<file path="config.mk">
export PLATFORM = sky130hd
export DESIGN_NAME = lz_token_packer_flat
export DESIGN_NICKNAME = d
export VERILOG_FILES = /design/src/rtl/lz_token_packer_pkg.sv /design/src/rtl/lz_token_packer_if.sv /design/src/rtl/lz_token_packer_fifo.sv /design/src/rtl/lz_token_packer.sv /design/src/flat_wrapper.sv
export SDC_FILE = /design/constraint.sdc
export NUM_CORES = 1
export LEC_CHECK = 0
export CAP_MARGIN = 0
export CORE_ASPECT_RATIO = 1.1
export CORE_UTILIZATION = 59
export DETAILED_ROUTE_END_ITERATION = 8
export PLACE_DENSITY = 0.79
export SETUP_SLACK_MARGIN = 0.5
export SLEW_MARGIN = 20
export SYNTH_ARGS = -nofsm -noshare
export SYNTH_HDL_FRONTEND = slang
export SYNTH_SLANG_ARGS = --single-unit
</file>
<file path="constraint.sdc">
create_clock -name clk -period 4.2 [get_ports clk]
set_input_delay 0.84 -clock clk [delete_from_list [all_inputs] [get_ports clk]]
set_output_delay 0.84 -clock clk [all_outputs]
set_load 0.01 [all_outputs]
</file>
<file path="src/rtl/lz_token_packer_pkg.sv">
// rtl/lz_token_packer_pkg.sv - shared types and constants for the LZ token packer
package lz_pkg;

    // One encoder token; packed so {offset, match_len} forms the header byte
    typedef struct packed {
        logic [3:0] offset;
        logic [3:0] match_len;
        logic [7:0] char_nxt;
    } lz_token_t;

    // Serializer: IDLE waits for a token, HDR sends {offset,len}, CHR sends the char
    typedef enum logic [1:0] {
        ST_IDLE = 2'd0,
        ST_HDR  = 2'd1,
        ST_CHR  = 2'd2
    } ser_state_t;

    localparam logic [7:0] LZ_END_CHAR = 8'h24;

endpackage

</file>
<file path="src/rtl/lz_token_packer_if.sv">
// rtl/lz_token_packer_if.sv - valid/ready byte stream carrying serialized tokens
interface lz_byte_if;
    logic       byte_valid;
    logic       byte_ready;
    logic [7:0] byte_data;
    logic       byte_last;

    modport master (output byte_valid, output byte_data, output byte_last, input byte_ready);
    modport slave  (input byte_valid, input byte_data, input byte_last, output byte_ready);
endinterface

</file>
<file path="src/rtl/lz_token_packer_fifo.sv">
// rtl/lz_token_packer_fifo.sv - synchronous token FIFO with wrap-bit pointers
module lz_token_fifo
    import lz_pkg::*;
#(
    parameter int DEPTH = 8
) (
    input  logic      clk,
    input  logic      rst,
    input  logic      push,
    input  lz_token_t push_data,
    input  logic      pop,
    output lz_token_t pop_data,
    output logic      full,
    output logic      empty
);
    localparam int AW = $clog2(DEPTH);

    logic [AW:0] wr_ptr_q, wr_ptr_d;
    logic [AW:0] rd_ptr_q, rd_ptr_d;
    lz_token_t   mem [DEPTH];
    logic        do_push, do_pop;

    // Equal pointers mean empty; same index with differing wrap bit means full
    assign empty    = (wr_ptr_q == rd_ptr_q);
    assign full     = (wr_ptr_q[AW] != rd_ptr_q[AW]) && (wr_ptr_q[AW-1:0] == rd_ptr_q[AW-1:0]);
    assign do_push  = push && !full;
    assign do_pop   = pop && !empty;
    assign pop_data = mem[rd_ptr_q[AW-1:0]];

    // Advance each pointer by one on an accepted operation; wraps naturally
    always_comb begin
        wr_ptr_d = wr_ptr_q + {{AW{1'b0}}, do_push};
        rd_ptr_d = rd_ptr_q + {{AW{1'b0}}, do_pop};
    end

    // Pointer registers
    always_ff @(posedge clk or posedge rst) begin
        if (rst) begin
            wr_ptr_q <= '0;
            rd_ptr_q <= '0;
        end else begin
            wr_ptr_q <= wr_ptr_d;
            rd_ptr_q <= rd_ptr_d;
        end
    end

    // Storage write; contents need no reset since empty masks them
    always_ff @(posedge clk) begin
        if (do_push) begin
            mem[wr_ptr_q[AW-1:0]] <= push_data;
        end
    end

endmodule

</file>
<file path="src/rtl/lz_token_packer.sv">
// rtl/lz_token_packer.sv - buffers encoder tokens and serializes them as two-byte frames
module lz_token_packer
    import lz_pkg::*;
#(
    parameter int         FIFO_DEPTH = 8,
    parameter logic [7:0] END_CHAR   = LZ_END_CHAR
) (
    input  logic       clk,
    input  logic       reset,
    input  logic       in_valid,
    input  logic       in_encode,
    input  logic [3:0] in_offset,
    input  logic [3:0] in_match_len,
    input  logic [7:0] in_char,
    lz_byte_if.master  byte_if,
    output logic       frame_done,
    output logic [7:0] tok_count,
    output logic       overflow
);
    ser_state_t state_q, state_d;
    lz_token_t  hold_q, hold_d;
    lz_token_t  fifo_dout, in_tok;
    logic       fifo_full, fifo_empty, fifo_pop;
    logic       tok_qual, tok_push, frame_end;
    logic       byte_valid_q, byte_valid_d;
    logic [7:0] byte_data_q, byte_data_d;
    logic       byte_last_q, byte_last_d;
    logic       frame_done_q, frame_done_d;
    logic [7:0] tok_count_q, tok_count_d;
    logic       overflow_q, overflow_d;

    assign in_tok    = '{offset: in_offset, match_len: in_match_len, char_nxt: in_char};
    assign tok_qual  = in_valid && in_encode;
    assign tok_push  = tok_qual && !fifo_full;
    assign frame_end = (state_q == ST_CHR) && byte_if.byte_ready && byte_last_q;

    lz_token_fifo #(.DEPTH(FIFO_DEPTH)) u_fifo (
        .clk       (clk),
        .rst       (reset),
        .push      (tok_push),
        .push_data (in_tok),
        .pop       (fifo_pop),
        .pop_data  (fifo_dout),
        .full      (fifo_full),
        .empty     (fifo_empty)
    );

    // Serializer next state; byte outputs are precomputed from the next state so they leave flops
    always_comb begin
        state_d  = state_q;
        hold_d   = hold_q;
        fifo_pop = 1'b0;
        case (state_q)
            ST_IDLE: begin
                if (!fifo_empty) begin
                    fifo_pop = 1'b1;
                    hold_d   = fifo_dout;
                    state_d  = ST_HDR;
                end
            end
            ST_HDR: begin
                if (byte_if.byte_ready) begin
                    state_d = ST_CHR;
                end
            end
            ST_CHR: begin
                if (byte_if.byte_ready) begin
                    if (!fifo_empty) begin
                        fifo_pop = 1'b1;
                        hold_d   = fifo_dout;
                        state_d  = ST_HDR;
                    end else begin
                        state_d = ST_IDLE;
                    end
                end
            end
            default: state_d = ST_IDLE;
        endcase

        byte_valid_d = 1'b0;
        byte_data_d  = 8'h00;
        byte_last_d  = 1'b0;
        case (state_d)
            ST_HDR: begin
                byte_valid_d = 1'b1;
                byte_data_d  = {hold_d.offset, hold_d.match_len};
            end
            ST_CHR: begin
                byte_valid_d = 1'b1;
                byte_data_d  = hold_d.char_nxt;
                byte_last_d  = (hold_d.char_nxt == END_CHAR);
            end
            default: ;
        endcase
    end

    // Frame bookkeeping: count accepted tokens, restart at frame end, latch drops
    always_comb begin
        frame_done_d = frame_end;
        tok_count_d  = tok_count_q;
        overflow_d   = overflow_q || (tok_qual && fifo_full);
        if (frame_end) begin
            tok_count_d = tok_push ? 8'd1 : 8'd0;
        end else if (tok_push && (tok_count_q != 8'hFF)) begin
            tok_count_d = tok_count_q + 8'd1;
        end
    end

    // State and output registers
    always_ff @(posedge clk or posedge reset) begin
        if (reset) begin
            state_q      <= ST_IDLE;
            hold_q       <= '0;
            byte_valid_q <= 1'b0;
            byte_data_q  <= 8'h00;
            byte_last_q  <= 1'b0;
            frame_done_q <= 1'b0;
            tok_count_q  <= 8'd0;
            overflow_q   <= 1'b0;
        end else begin
            state_q      <= state_d;
            hold_q       <= hold_d;
            byte_valid_q <= byte_valid_d;
            byte_data_q  <= byte_data_d;
            byte_last_q  <= byte_last_d;
            frame_done_q <= frame_done_d;
            tok_count_q  <= tok_count_d;
            overflow_q   <= overflow_d;
        end
    end

    assign byte_if.byte_valid = byte_valid_q;
    assign byte_if.byte_data  = byte_data_q;
    assign byte_if.byte_last  = byte_last_q;
    assign frame_done         = frame_done_q;
    assign tok_count          = tok_count_q;
    assign overflow           = overflow_q;

endmodule

</file>
<file path="src/flat_wrapper.sv">
// flat-port wrapper written by rule: the top's interface ports become plain ports
module lz_token_packer_flat import lz_pkg::*;
#(
    parameter int         FIFO_DEPTH = 8,
    parameter logic [7:0] END_CHAR   = LZ_END_CHAR
)
  (clk, reset, in_valid, in_encode, in_offset, in_match_len, in_char, frame_done, tok_count, overflow, byte_if_byte_valid, byte_if_byte_data, byte_if_byte_last, byte_if_byte_ready);
  lz_byte_if byte_if_i ();
  input  logic clk;
  input  logic reset;
  input  logic in_valid;
  input  logic in_encode;
  input  logic [3:0] in_offset;
  input  logic [3:0] in_match_len;
  input  logic [7:0] in_char;
  output logic frame_done;
  output logic [7:0] tok_count;
  output logic overflow;
  output wire logic [$bits(byte_if_i.byte_valid)-1:0] byte_if_byte_valid;
  output wire logic [$bits(byte_if_i.byte_data)-1:0] byte_if_byte_data;
  output wire logic [$bits(byte_if_i.byte_last)-1:0] byte_if_byte_last;
  input wire logic [$bits(byte_if_i.byte_ready)-1:0] byte_if_byte_ready;
  assign byte_if_byte_valid = byte_if_i.byte_valid;
  assign byte_if_byte_data = byte_if_i.byte_data;
  assign byte_if_byte_last = byte_if_i.byte_last;
  assign byte_if_i.byte_ready = byte_if_byte_ready;
  lz_token_packer #(.FIFO_DEPTH(FIFO_DEPTH), .END_CHAR(END_CHAR)) u_core (.clk(clk), .reset(reset), .in_valid(in_valid), .in_encode(in_encode), .in_offset(in_offset), .in_match_len(in_match_len), .in_char(in_char), .byte_if(byte_if_i), .frame_done(frame_done), .tok_count(tok_count), .overflow(overflow));
endmodule
</file>
### Word level (Yosys, flattened, before mapping)

Memories as Yosys holds them, arrays and structs flattened.
Index checks and enable logic that the tools add are counted.

* bits of input ports: 21
* memories: 1
* bits in registers: 46
* RAM bits: 128
* output and inout bits: 20

* multiplexer cells: 19
* reductions and logical operators: 15
* add/subtract/negate cells: 3
* equal/unequal tests: 9

Memory list
* u_core.u_fifo.mem: words 8, width 16, read ports 1, clocked after memory_dff 0, write ports 1, line lz_token_packer_fifo.sv:20 `lz_token_t mem [DEPTH];`

Operators with widths (number)
* 16-bit 2-to-1 mux: 2
* 16-bit one-hot mux with 2 select lines: 1
* 8-bit 2-to-1 mux: 2
* 8-bit one-hot mux with 2 select lines: 1
* 1-bit logical AND: 9
* 4-bit by 1-bit adder with 4-bit output: 2
* 8-bit by 1-bit adder with 8-bit output, second input constant: 1
* 8-bit by 6-bit equality test with 1-bit output, second input constant: 1
* 1-bit 2-to-1 mux: 8
* 8-bit inequality test, second input constant: 1
* 2-bit 2-to-1 mux: 3
* 2-bit one-hot mux with 3 select lines: 1
* 2-bit by 1-bit equality test with 1-bit output, second input constant: 2
* 2-bit equality test, second input constant: 2
* 4-bit equality test: 1
* 3-bit equality test: 1
* 1-bit logical NOT: 2
* 2-bit logical NOT: 1
* 1-bit one-hot mux with 2 select lines: 1
* 2-bit nonzero test: 1
* 2-bit OR reduction: 1
* 1-bit logical OR: 1
* 1-bit inequality test: 1

### Logic depth before layout (Yosys ltp)

Gate-level depths: netlist (run 1).

* word-level depth: 7
* depth in mapped cells: 10
* depth with buffers taken out: 9

### Cells and area by module

A second synthesis (run 1) with hierarchy kept.

* cells, all modules: 410
* area total of the unflattened synthesis: 7195.7 um2

By module, submodules not included
* lz_token_fifo: area each 5381.4 um2, sequential area each 4043.9 um2, instances 1, cells an instance 231
* lz_token_packer: area each 1814.2 um2, sequential area each 950.9 um2, instances 1, cells an instance 179

### Least setup slack after synthesis (run 1)

No wires, ideal clock.

* kind: input to register
* from: in in_valid
* to: mem u_core.u_fifo.mem[0][0] (netlist bit), enable pin
* required time: 3.791 ns
* path slack: 1.054 ns
* arrival time: 2.737 ns
* stages on the path: 5
* library setup time: 0.409 ns
* path buffers: 1
* cells stage by stage: nand2_1 -> a41o_1 -> clkbuf_1 -> or2_2 -> nor3_1

* cells in the longest elaborated chain, start to end: 5

RTL lines
* start: declaration: line flat_wrapper.sv:11 `input logic in_valid;`
* 1-bit logical AND: line lz_token_packer.sv:33 `assign tok_qual = in_valid && in_encode;`
* 1-bit logical AND: line lz_token_packer.sv:34 `assign tok_push = tok_qual && !fifo_full;`
* 1-bit logical AND: line lz_token_packer_fifo.sv:26 `assign do_push = push && !full;`
* 1-bit 2-to-1 mux: line lz_token_packer_fifo.sv:49 `if (do_push) begin`
* 1-bit 2-to-1 mux (implied by the code): line lz_token_packer_fifo.sv:50 `mem[wr_ptr_q[AW-1:0]] <= push_data;`
* end: declaration: line lz_token_packer_fifo.sv:20

No other way between the ends.

### Worst setup path after layout (run 1)

* from: reg u_core.u_fifo.rd_ptr_q[0]
* to: reg u_core.byte_last_q (netlist: u_core.byte_if.byte_last)

* cells in the longest elaborated chain, start to end: 6
* elaborated cells on any way between the ends: 12
* those cells by class: eq/ne: 3; mux: 8; memory: 1

RTL lines
* start: declaration: line lz_token_packer_fifo.sv:19 `logic [AW:0] rd_ptr_q, rd_ptr_d;`
* start signal: assignment: line lz_token_packer_fifo.sv:43 `rd_ptr_q <= rd_ptr_d;`
* memory 8 x 16 bit or 4-bit equality test (tied branches)
* 16-bit 2-to-1 mux or 1-bit 2-to-1 mux (tied branches): line lz_token_packer.sv:55, lz_token_packer.sv:68
* 16-bit 2-to-1 mux or 2-bit 2-to-1 mux (tied branches): line lz_token_packer.sv:67 `if (byte_if.byte_ready) begin`
* 16-bit one-hot mux with 2 select lines or 2-bit one-hot mux with 3 select lines (tied branches): line lz_token_packer.sv:53 `case (state_q)`
* 8-bit by 6-bit equality test with 1-bit output or 2-bit equality test (tied branches): line lz_token_packer.sv:91, lz_token_packer.sv:83
* 1-bit 2-to-1 mux (*): line lz_token_packer.sv:83 `case (state_d)`
* via u_core.byte_last_d: line lz_token_packer.sv:27 `logic byte_last_q, byte_last_d;`
* end signal: assignment: line lz_token_packer.sv:125 `byte_last_q <= byte_last_d;`
* end: declaration: line lz_token_packer.sv:27

The timed path passes the listed nets; every way through them passes the cells marked *.
A chain may end at the register's enable or synchronous reset.

==> qor.yml, run 1 <==
floorplan:
  fp-row-count: 40
  design.core.area_um2: 11100
  die_area_um2: 12100
  ios: 41
  die_width_um: 105
  initial_core_util: 0.618
  die_h_um: 115
grt:
  gr-usage-met1: 0.311
  overflow: 0
  grt_start_max_net_pins: 47
  use_met2: 0.387
  grt_pass1_vias: 3574
  grt_usage: 0.238
  busiest_layer: "met2"
  met3_usage: 0.0544
  grt_pass1_wl_um: 20300
  antenna_found_initial: 0
power_and_ir_drop:
  p_comb_frac: 0.306
  irDropWorstVdd_v: 0.000349
  seq_power_share: 0.427
  leakage_nw: 2.84
  p_sw_frac: 0.315
  power.share.clock: 0.268
  p_int_mw: 3.79
  power.density_nw_per_um2: 691
  p_sw_mw: 1.74
  p_total_mw: 5.54
route:
  finalWirelength_um: 12700
  viasPerCell: 6.05
  drc: 0
  ant_nets: 0
  first_pass_iters: 4
  wl_per_cell_um: 21.7
  num_vias: 3536
  drt_iter0_markers: 265
synthesis:
  synth_seq_cells: 174
  synth.net_count: 397
  synth_cell_types: 41
  netlist_area_um2: 6870
  yosysWarnings: 0
  postSynthAreaPerCell_um2: 18.6
  ys_async_sr_fraction: 0.264
  synth_edf_count: 128
  synthCells: 369
  ys_seq_area_frac: 0.727
  synth_flop_cell: "edfxtp_1"
setup_path:
  cpPeakStageDelay_ns: 0.72
  crit_chain: "buf_4 -> mux4_1 -> mux2i_1 -> nand3_1 -> o32a_1 -> nor4_2"
  r2r_setup_slack_ns: 1.25
  r2r_start: "u_core.u_fifo.rd_ptr_q[0]"
  cp.depth: 6
  start_kind: "flop"
  crit_path_top_delay_cell: "dfrtp_2"
  worstPathRequired_ns: 4.51
  cp_data_arrival_time_ns: 3.26
  critPathMaxFanout: 18
  crit_family: "multiplexers"
  cp_num_buf_inv: 1
  rr_endpoint: "u_core.byte_if.byte_last"
  r2r_cells: 6
  critical_path_class: "flop to flop"
  crit_path_end_kind: "flop"
layout:
  num_antenna_cells: 0
  post-route-util: 0.722
  seqCellArea_um2: 5000
  fillers: 683
  area_growth_pct: 16.8
  multi_input_area_um2: 1760
  drive_above_1_share: 0.183
  final_nets: 452
  layout_common_cells: "128 x edfxtp_1, 45 x dfrtp_1, 40 x clkdlybuf4s50_1"
  final_common_cell: "edfxtp_1"
timing:
  timing.final.hold_violations: 0
  drv_slew: 0
  period_needed_ns: 2.95
  worst_slack_ns: 1.25
  skew_ns: 0.0105
  finalSetupViolCount: 0
  slew_headroom: 0.387
  rsz0062_at_grt: "no"
  tns_ns: 0
  worstMarginPinSlew_ns: 0.918
  post-route-period-util: 0.702
  fmax_ghz: 0.339
run_status:
  status: "finished clean"
clock_tree:
  insertion_delay_ns: 0.43
  cts_setup_buffers: 0
  h-tree-depth: 4
  cts_tree: "built"
  cts_resized: 0
  ctsHoldBuffers: 0
  root_buffer: "clkbuf_16"
  clock_sinks: 174
  numCtsBuffers: 17
  clockBufferDepth: 2
  path_clk_slew_ns: 0.07
run:
  drv_cap: 0
worst_hold_path:
  min_delay_worst_endpoint: "u_core.hold_q[2]"
  whs_path_depth: 1
  hp-start: "u_core.hold_q[2]"
  hold_class: "flop to flop"
placement:
  gp_congestion: 0.800
  pre_cts_ws_ns: 1.09
  io_buffers: 40
  hpwlAfterDp_um: 7670
-- cell usage after synthesis, types with 2 or more instances --
cell type	instances	share of area
buf_4	2	0.0022
nand3_1	8	0.0058
mux4_1	10	0.038
buf_2	4	0.0029
buf_1	2	0.0011
and2_1	3	0.0027
nand2b_1	3	0.0027
a41o_1	2	0.0029
nand2_1	10	0.0055
a32o_1	7	0.010
xnor2_1	11	0.014
mux4_2	22	0.072
nor3_1	4	0.0029
o21ai_0	2	0.0015
nor2_1	19	0.010
o211ai_1	2	0.0022
mux2_2	8	0.013
edfxtp_1	128	0.56
mux2i_1	12	0.017
dfrtp_1	46	0.17
ha_1	7	0.013
a21oi_1	20	0.015
o21a_1	5	0.0055
nor4_1	3	0.0027
clkbuf_1	6	0.0033
inv_1	5	0.0027
xor2_1	3	0.0038
nand4_1	2	0.0018
-- per-stage QoR --
step,std cells,hold slack (ns),area [um2]
floorplan,369,0.464,6870
global placement,552,0.474,7460
detailed placement,552,0.481,7460
CTS,584,0.496,8020
global route,584,0.518,8020
finish,584,0.493,8020
-- state kept, by name, indices dropped and copies added (netlist names) --
register,cells
u_core.byte_if.byte_data,8
u_core.state_q,2
u_core.hold_q,16
u_core.frame_done,1
u_core.u_fifo.rd_ptr_q,4
u_core.u_fifo.mem,128
u_core.byte_if.byte_valid,1
u_core.tok_count,8
u_core.byte_if.byte_last,1
u_core.u_fifo.wr_ptr_q,4
u_core.overflow,1
-- layer usage --
metal	wire [um]	vias to the layer above
met1	5250	1801
met3	704	22
met5	0	-
met2	6370	133
li1	-	1580
met4	376	0
-- how the worst max path moves through the flow --
stage / from / to / slack, ns
after floorplan: in_valid / u_core.u_fifo.mem[0][0] / 1.05
after global routing: u_core.u_fifo.rd_ptr_q[0] / u_core.byte_if.byte_data[5] / 0.94
after CTS: u_core.u_fifo.rd_ptr_q[0] / u_core.byte_if.byte_last / 1.19
final: u_core.u_fifo.rd_ptr_q[0] / u_core.byte_if.byte_last / 1.25
after global placement: byte_if_byte_ready / u_core.byte_if.byte_data[0] / 1.10
after detailed placement: byte_if_byte_ready / u_core.byte_if.byte_data[0] / 1.09
-- logic make-up after synthesis --
group	count (synthesis)	share of synthesized area
flops	174	0.727
simple gates	59	0.0430
mux	52	0.141
compound gates	41	0.0408
buf+inv	22	0.0173
xor+xnor	14	0.0179
fa+ha+maj	7	0.0128
-- final cells by class --
class | instances | share of cell area
Clock buffer | 17 | 0.0530
Clock inverter | 15 | 0.0172
Inverter | 6 | 0.00281
Multi-Input combinational cell | 173 | 0.220
Sequential cell | 174 | 0.623
Tap cell | 147 | 0.0229
Timing Repair Buffer | 52 | 0.0612
-- power by group through the flow --
stage	clock network (mW)	registers (mW)	logic [mW]
floorplan	0	2.35	1.22
global placement	0	2.38	1.64
detailed placement	0	2.40	1.68
CTS	1.50	2.37	1.71
global route	1.58	2.40	1.84
finish	1.48	2.36	1.69
-- worst register-to-register path, stage by stage, from the launching register on --
cell and delay (ns):
dfrtp_2 0.72, buf_4 0.44, mux4_1 0.60, mux2i_1 0.26, nand3_1 0.15, o32a_1 0.41
nor4_2 0.27
(Power assumes the default switching activity.)
==> run 2: changes to the inputs <==
==> constraint.sdc (replaced) <==
create_clock -name clk -period 3.02 [get_ports clk]
set_input_delay 0.604 -clock clk [delete_from_list [all_inputs] [get_ports clk]]
set_output_delay 0.604 -clock clk [all_outputs]
set_load 0.01 [all_outputs]
==> qor.yml, run 2 (synthesis gave the netlist of run 1 again) <==
layout:
  final_nets: 474  # +4.9%
  num_antenna_cells: 0  # unchanged
  drive_above_1_share: 0.207  # +0.0239
  final_common_cell: "edfxtp_1"
  postLayoutCellArea_um2: 8180  # +2.0%
  layout_common_cells: "128 x edfxtp_1, 45 x dfrtp_1, 40 x clkdlybuf4s50_1"
  stdcell_count: 606  # +3.8%
  area_growth_pct: 19.1
  largest_reg_flops: 128  # unchanged
clock_tree:
  path_clk_slew_ns: 0.06  # about the same
  insertion_delay_ns: 0.42  # about the same
  cts_tree: "built"
  root_buffer: "clkbuf_16"
  h-tree-depth: 4  # unchanged
  numCtsBuffers: 17  # unchanged
  clockBufferDepth: 2  # unchanged
  clock_sinks: 174  # unchanged
grt:
  overflow: 0  # unchanged
  antenna_found_initial: 0  # unchanged
  grt_pass1_vias: 3889  # +8.8%
  grt_usage: 0.246  # +0.00713
  grt_start_max_net_pins: 37  # -21%
  grt_pass1_wl_um: 21200  # +4.2%
timing:
  skew_ns: 0.00930  # -0.00124 ns
  post-route-period-util: 0.784  # +0.0820
  finalSetupViolCount: 0  # unchanged
  worstMarginPinSlew_ns: 0.732  # -0.186 ns
  tns_ns: 0  # unchanged
  timing.final.hold_violations: 0  # unchanged
  rsz0062_at_grt: "no"
  fmax_ghz: 0.422  # +25%
  whs_ns: 0.479  # -0.0139 ns
  period_needed_ns: 2.37  # -0.581 ns
  slew_headroom: 0.511  # +0.124
  drv_slew: 0  # unchanged
run:
  drv_cap: 0  # unchanged
run_status:
  status: "finished clean"
placement:
  gp_congestion: 0.803  # +0.35%
  place_area_um2: 7580  # +1.6%
  io_buffers: 40  # unchanged
  dp.cells: 568  # +2.9%
  hpwlAfterDp_um: 8640  # +13%
setup_path:
  cp_data_arrival_time_ns: 2.69  # -0.57 ns
  worstPathRequired_ns: 3.34  # -1.17 ns
  crit_path_end_kind: "flop"
  crit_path_top_delay_cell: "dfrtp_4"
  cp_num_buf_inv: 1  # unchanged
  critical_path_class: "flop to flop"
  r2r_setup_slack_ns: 0.65  # -0.60 ns
  cpPeakStageDelay_ns: 0.52  # -0.20 ns
  crit_family: "multiplexers"
  crit_chain: "buf_4 -> mux4_2 -> mux2i_1 -> nand3_1 -> o32a_1 -> nor4_2"
  critPathMaxFanout: 11  # -7
  start_kind: "flop"
floorplan:
  design.core.area_um2: 11100  # unchanged
  initial_core_util: 0.618  # unchanged
  ios: 41  # unchanged
  die_h_um: 115  # unchanged
  die_width_um: 105  # unchanged
  fp-row-count: 40  # unchanged
  die_area_um2: 12100  # unchanged
route:
  num_vias: 3670  # +3.8%
  wl_per_cell_um: 21.6  # -0.51%
  drt_iter0_markers: 163  # -38%
  finalWirelength_um: 13100  # +3.2%
  ant_nets: 0  # unchanged
  first_pass_iters: 4  # unchanged
  viasPerCell: 6.06  # about the same
  drc: 0  # unchanged
worst_hold_path:
  hold_class: "flop to flop"
power_and_ir_drop:
  leakage_nw: 2.94  # +3.5%
  irDropWorstVdd_v: 0.000696  # +100%
  power.density_nw_per_um2: 966  # +40%
-- run 2: changes by cell type in the layout (fill, tap and decap cells not counted), sizes merged --
| cell | previous run | this run |
|---|---|---|
| bufinv | 1 | 2 |
| clkbuf | 17 | 20 |
| inv | 11 | 6 |
| clkinv | 7 | 9 |
| clkinvlp | 2 | 1 |
| buf | 12 | 34 |
-- run 2: worst paths after layout --
kind                                           start                          end  cells past startpoint
max                        u_core.u_fifo.rd_ptr_q[0]     u_core.byte_if.byte_last                      6
min reg2reg                          u_core.overflow              u_core.overflow                      1
min in group asynchronous                      reset  u_core.byte_if.byte_data[2]                      2
max in group asynchronous                      reset             u_core.hold_q[7]                      3
max reg2reg                u_core.u_fifo.rd_ptr_q[0]     u_core.byte_if.byte_last                      6
min                                  u_core.overflow              u_core.overflow                      1
-- run 2: routing by layer --
layer / part of all wire / track usage
met3: 0.066 / 0.0539
met5: 0 / 0
met4: 0.029 / 0.123
met2: 0.50 / 0.407
met1: 0.40 / 0.313
-- run 2: what timing repair did --
item	4_1_cts	5_1_grt
hold buffers	0	0
setup endpoints to repair	0	11
setup buffers	0	6
gates resized for setup	0	1
-- run 2: power breakdown --
part / switching [mW] / internal (mW) / leakage, nW
Sequential: 0.274 / 3.00 / 1.71
Combinational: 1.30 / 1.26 / 0.963
Clock: 0.859 / 1.21 / 0.266
-- run 2: cell type report --
type                    instances  area, um2
fillers                       666       2930
flip-flops and latches        174       5000
repair buffers                 74        656
clock inverters                12        119
clock buffers                  20        437
well taps                     147        184
inverters                       6       22.5
multi-input cells             173       1770
-- run 2: stage by stage --
step / setup slack [ns] / total power, mW / util
finish: 0.652 / 7.90 / 0.736
global route: 0.605 / 8.26 / 0.736
CTS: 0.518 / 7.88 / 0.732
detailed placement: 0.402 / 5.79 / 0.682
global placement: 0.397 / 5.72 / 0.682
floorplan: 0.491 / 4.97 / -
==> run 3: changes to the inputs <==
==> constraint.sdc (replaced) <==
create_clock -name clk -period 2.4 [get_ports clk]
set_input_delay 0.48 -clock clk [delete_from_list [all_inputs] [get_ports clk]]
set_output_delay 0.48 -clock clk [all_outputs]
set_load 0.01 [all_outputs]
==> qor.yml, run 3 (synthesis gave the netlist of run 1 again) <==
grt:
  overflow: 0  # unchanged
  grt_start_max_net_pins: 37  # unchanged
  grt_usage: 0.262  # +0.0165
  antenna_found_initial: 0  # unchanged
  grt_pass1_wl_um: 22300  # +5.4%
  grt_pass1_vias: 3918  # +0.75%
timing:
  rsz0062_at_grt: "yes"
  tns_ns: 0  # unchanged
  worstMarginPinSlew_ns: 0.726  # -0.00574 ns
  skew_ns: 0.0100  # +0.000696 ns
  post-route-period-util: 0.929  # +0.145
  fmax_ghz: 0.448  # +6.2%
  period_needed_ns: 2.23  # -0.138 ns
  finalSetupViolCount: 0  # unchanged
  timing.final.hold_violations: 0  # unchanged
  drv_slew: 0  # unchanged
  slew_headroom: 0.515  # +0.00384
layout:
  multi_input_area_um2: 2040  # +16%
  drive_above_1_share: 0.360  # +0.153
  fillers: 534  # -20%
  largest_reg_flops: 128  # unchanged
  final_nets: 502  # +5.9%
  layout_common_cells: "128 x edfxtp_1, 40 x dfrtp_1, 38 x clkdlybuf4s50_1"
  final_common_cell: "edfxtp_1"
  seqCellArea_um2: 5000  # about the same
  num_antenna_cells: 0  # unchanged
  area_growth_pct: 30.4
power_and_ir_drop:
  p_int_mw: 7.48  # +37%
  p_comb_frac: 0.412  # +0.088
  seq_power_share: 0.371  # -0.044
  p_sw_frac: 0.336  # +0.0282
  power.density_nw_per_um2: 1260  # +30%
  irDropWorstVdd_v: 0.000625  # -10%
  leakage_nw: 3.18  # +8.1%
  p_sw_mw: 3.78  # +56%
  power.share.clock: 0.217  # -0.045
  p_total_mw: 11.3  # +43%
setup_path:
  crit_path_end_kind: "flop"
  start_kind: "flop"
  critical_path_class: "flop to flop"
  cp_data_arrival_time_ns: 2.51  # -0.18 ns
  critPathMaxFanout: 5  # -6
  worstPathRequired_ns: 2.68  # -0.66 ns
clock_tree:
  path_clk_slew_ns: 0.07  # about the same
  clock_sinks: 174  # unchanged
  root_buffer: "clkbuf_16"
  numCtsBuffers: 17  # unchanged
  h-tree-depth: 4  # unchanged
  clockBufferDepth: 2  # unchanged
  ctsHoldBuffers: 0  # unchanged
  insertion_delay_ns: 0.42  # about the same
  cts_tree: "built"
floorplan:
  die_area_um2: 12100  # unchanged
  initial_core_util: 0.618  # unchanged
  ios: 41  # unchanged
  design.core.area_um2: 11100  # unchanged
  die_width_um: 105  # unchanged
  die_h_um: 115  # unchanged
  fp-row-count: 40  # unchanged
worst_hold_path:
  hold_class: "primary input to asynchronous set/reset pin"
route:
  wl_per_cell_um: 26.2  # +21%
  first_pass_iters: 5  # +1
  drt_iter0_markers: 408  # +150%
  drc: 0  # unchanged
  finalWirelength_um: 16600  # +27%
  ant_nets: 0  # unchanged
  viasPerCell: 6.33  # +4.6%
  num_vias: 4008  # +9.2%
run_status:
  status: "finished clean"
placement:
  gp_congestion: 0.878  # +9.4%
  io_buffers: 40  # unchanged
  hpwlAfterDp_um: 8240  # -4.6%
run:
  drv_cap: 0  # unchanged
## run 3: critical path, stage by stage (launching register included)
cell and delay [ns]:
dfrtp_2 0.49, buf_6 0.17, buf_6 0.12, buf_12 0.12, mux4_2 0.50, mux2i_1 0.23, nand3_1 0.16, o211ai_1 0.20
nor4_2 0.10
## run 3: layer usage
metal	GRT usage	wire length (um)	up-vias
met1	0.328	6220	2070
met3	0.0607	1040	56
li1	-	-	1677
met2	0.440	8610	205
met4	0.128	739	0
met5	0	0	-
## run 3: power by group through the flow
stage          clock, mW  combinational, mW  sequential (mW)
6_report            2.44               4.64             4.19
5_1_grt             2.60               4.85             4.22
4_1_cts             2.45               3.91             4.15
3_5_place_dp           0               3.34             4.20
3_3_place_gp           0               3.26             4.17
2_1_floorplan          0               2.33             4.13
## run 3: timing repair
item / in CTS / in global routing
gates cloned: 3 / 4
gates resized for setup: 44 / 38
pin swaps: 8 / 20
setup endpoints to repair: 161 / 148
setup buffers: 12 / 19
## run 3: worst paths after layout
kind / start / to / slack [ns] / cells after the start
min: reset / u_core.state_q[0] / 0.51 / 2
min in group clk: u_core.hold_q[10] / u_core.hold_q[10] / 0.52 / 1
max in group asynchronous: reset / u_core.hold_q[4] / 1.30 / 3
max reg2reg: u_core.u_fifo.rd_ptr_q[0] / u_core.byte_if.byte_last / 0.17 / 8
max: u_core.u_fifo.rd_ptr_q[0] / u_core.byte_if.byte_last / 0.17 / 8
min reg2reg: u_core.hold_q[10] / u_core.hold_q[10] / 0.52 / 1
## run 3: cell type report
class / count / area share
Multi-Input combinational cell: 174 / 0.228
Clock buffer: 18 / 0.0479
Clock inverter: 13 / 0.0102
Sequential cell: 174 / 0.558
Tap cell: 147 / 0.0205
Inverter: 6 / 0.00419
Timing Repair Buffer: 101 / 0.131
## run 3: metrics by stage
stage | hold WS [ns] | cell area (um2) | setup WS (ns) | cells | utilization
2_1_floorplan | 0.464 | 6980 | 0.191 | 369 | -
3_3_place_gp | 0.453 | 7730 | 0.0288 | 564 | 0.696
3_5_place_dp | 0.483 | 7730 | -0.0301 | 564 | 0.696
4_1_cts | 0.504 | 8550 | 0.267 | 610 | 0.769
5_1_grt | 0.543 | 8960 | 0.115 | 633 | 0.806
6_report | 0.511 | 8960 | 0.170 | 633 | 0.806
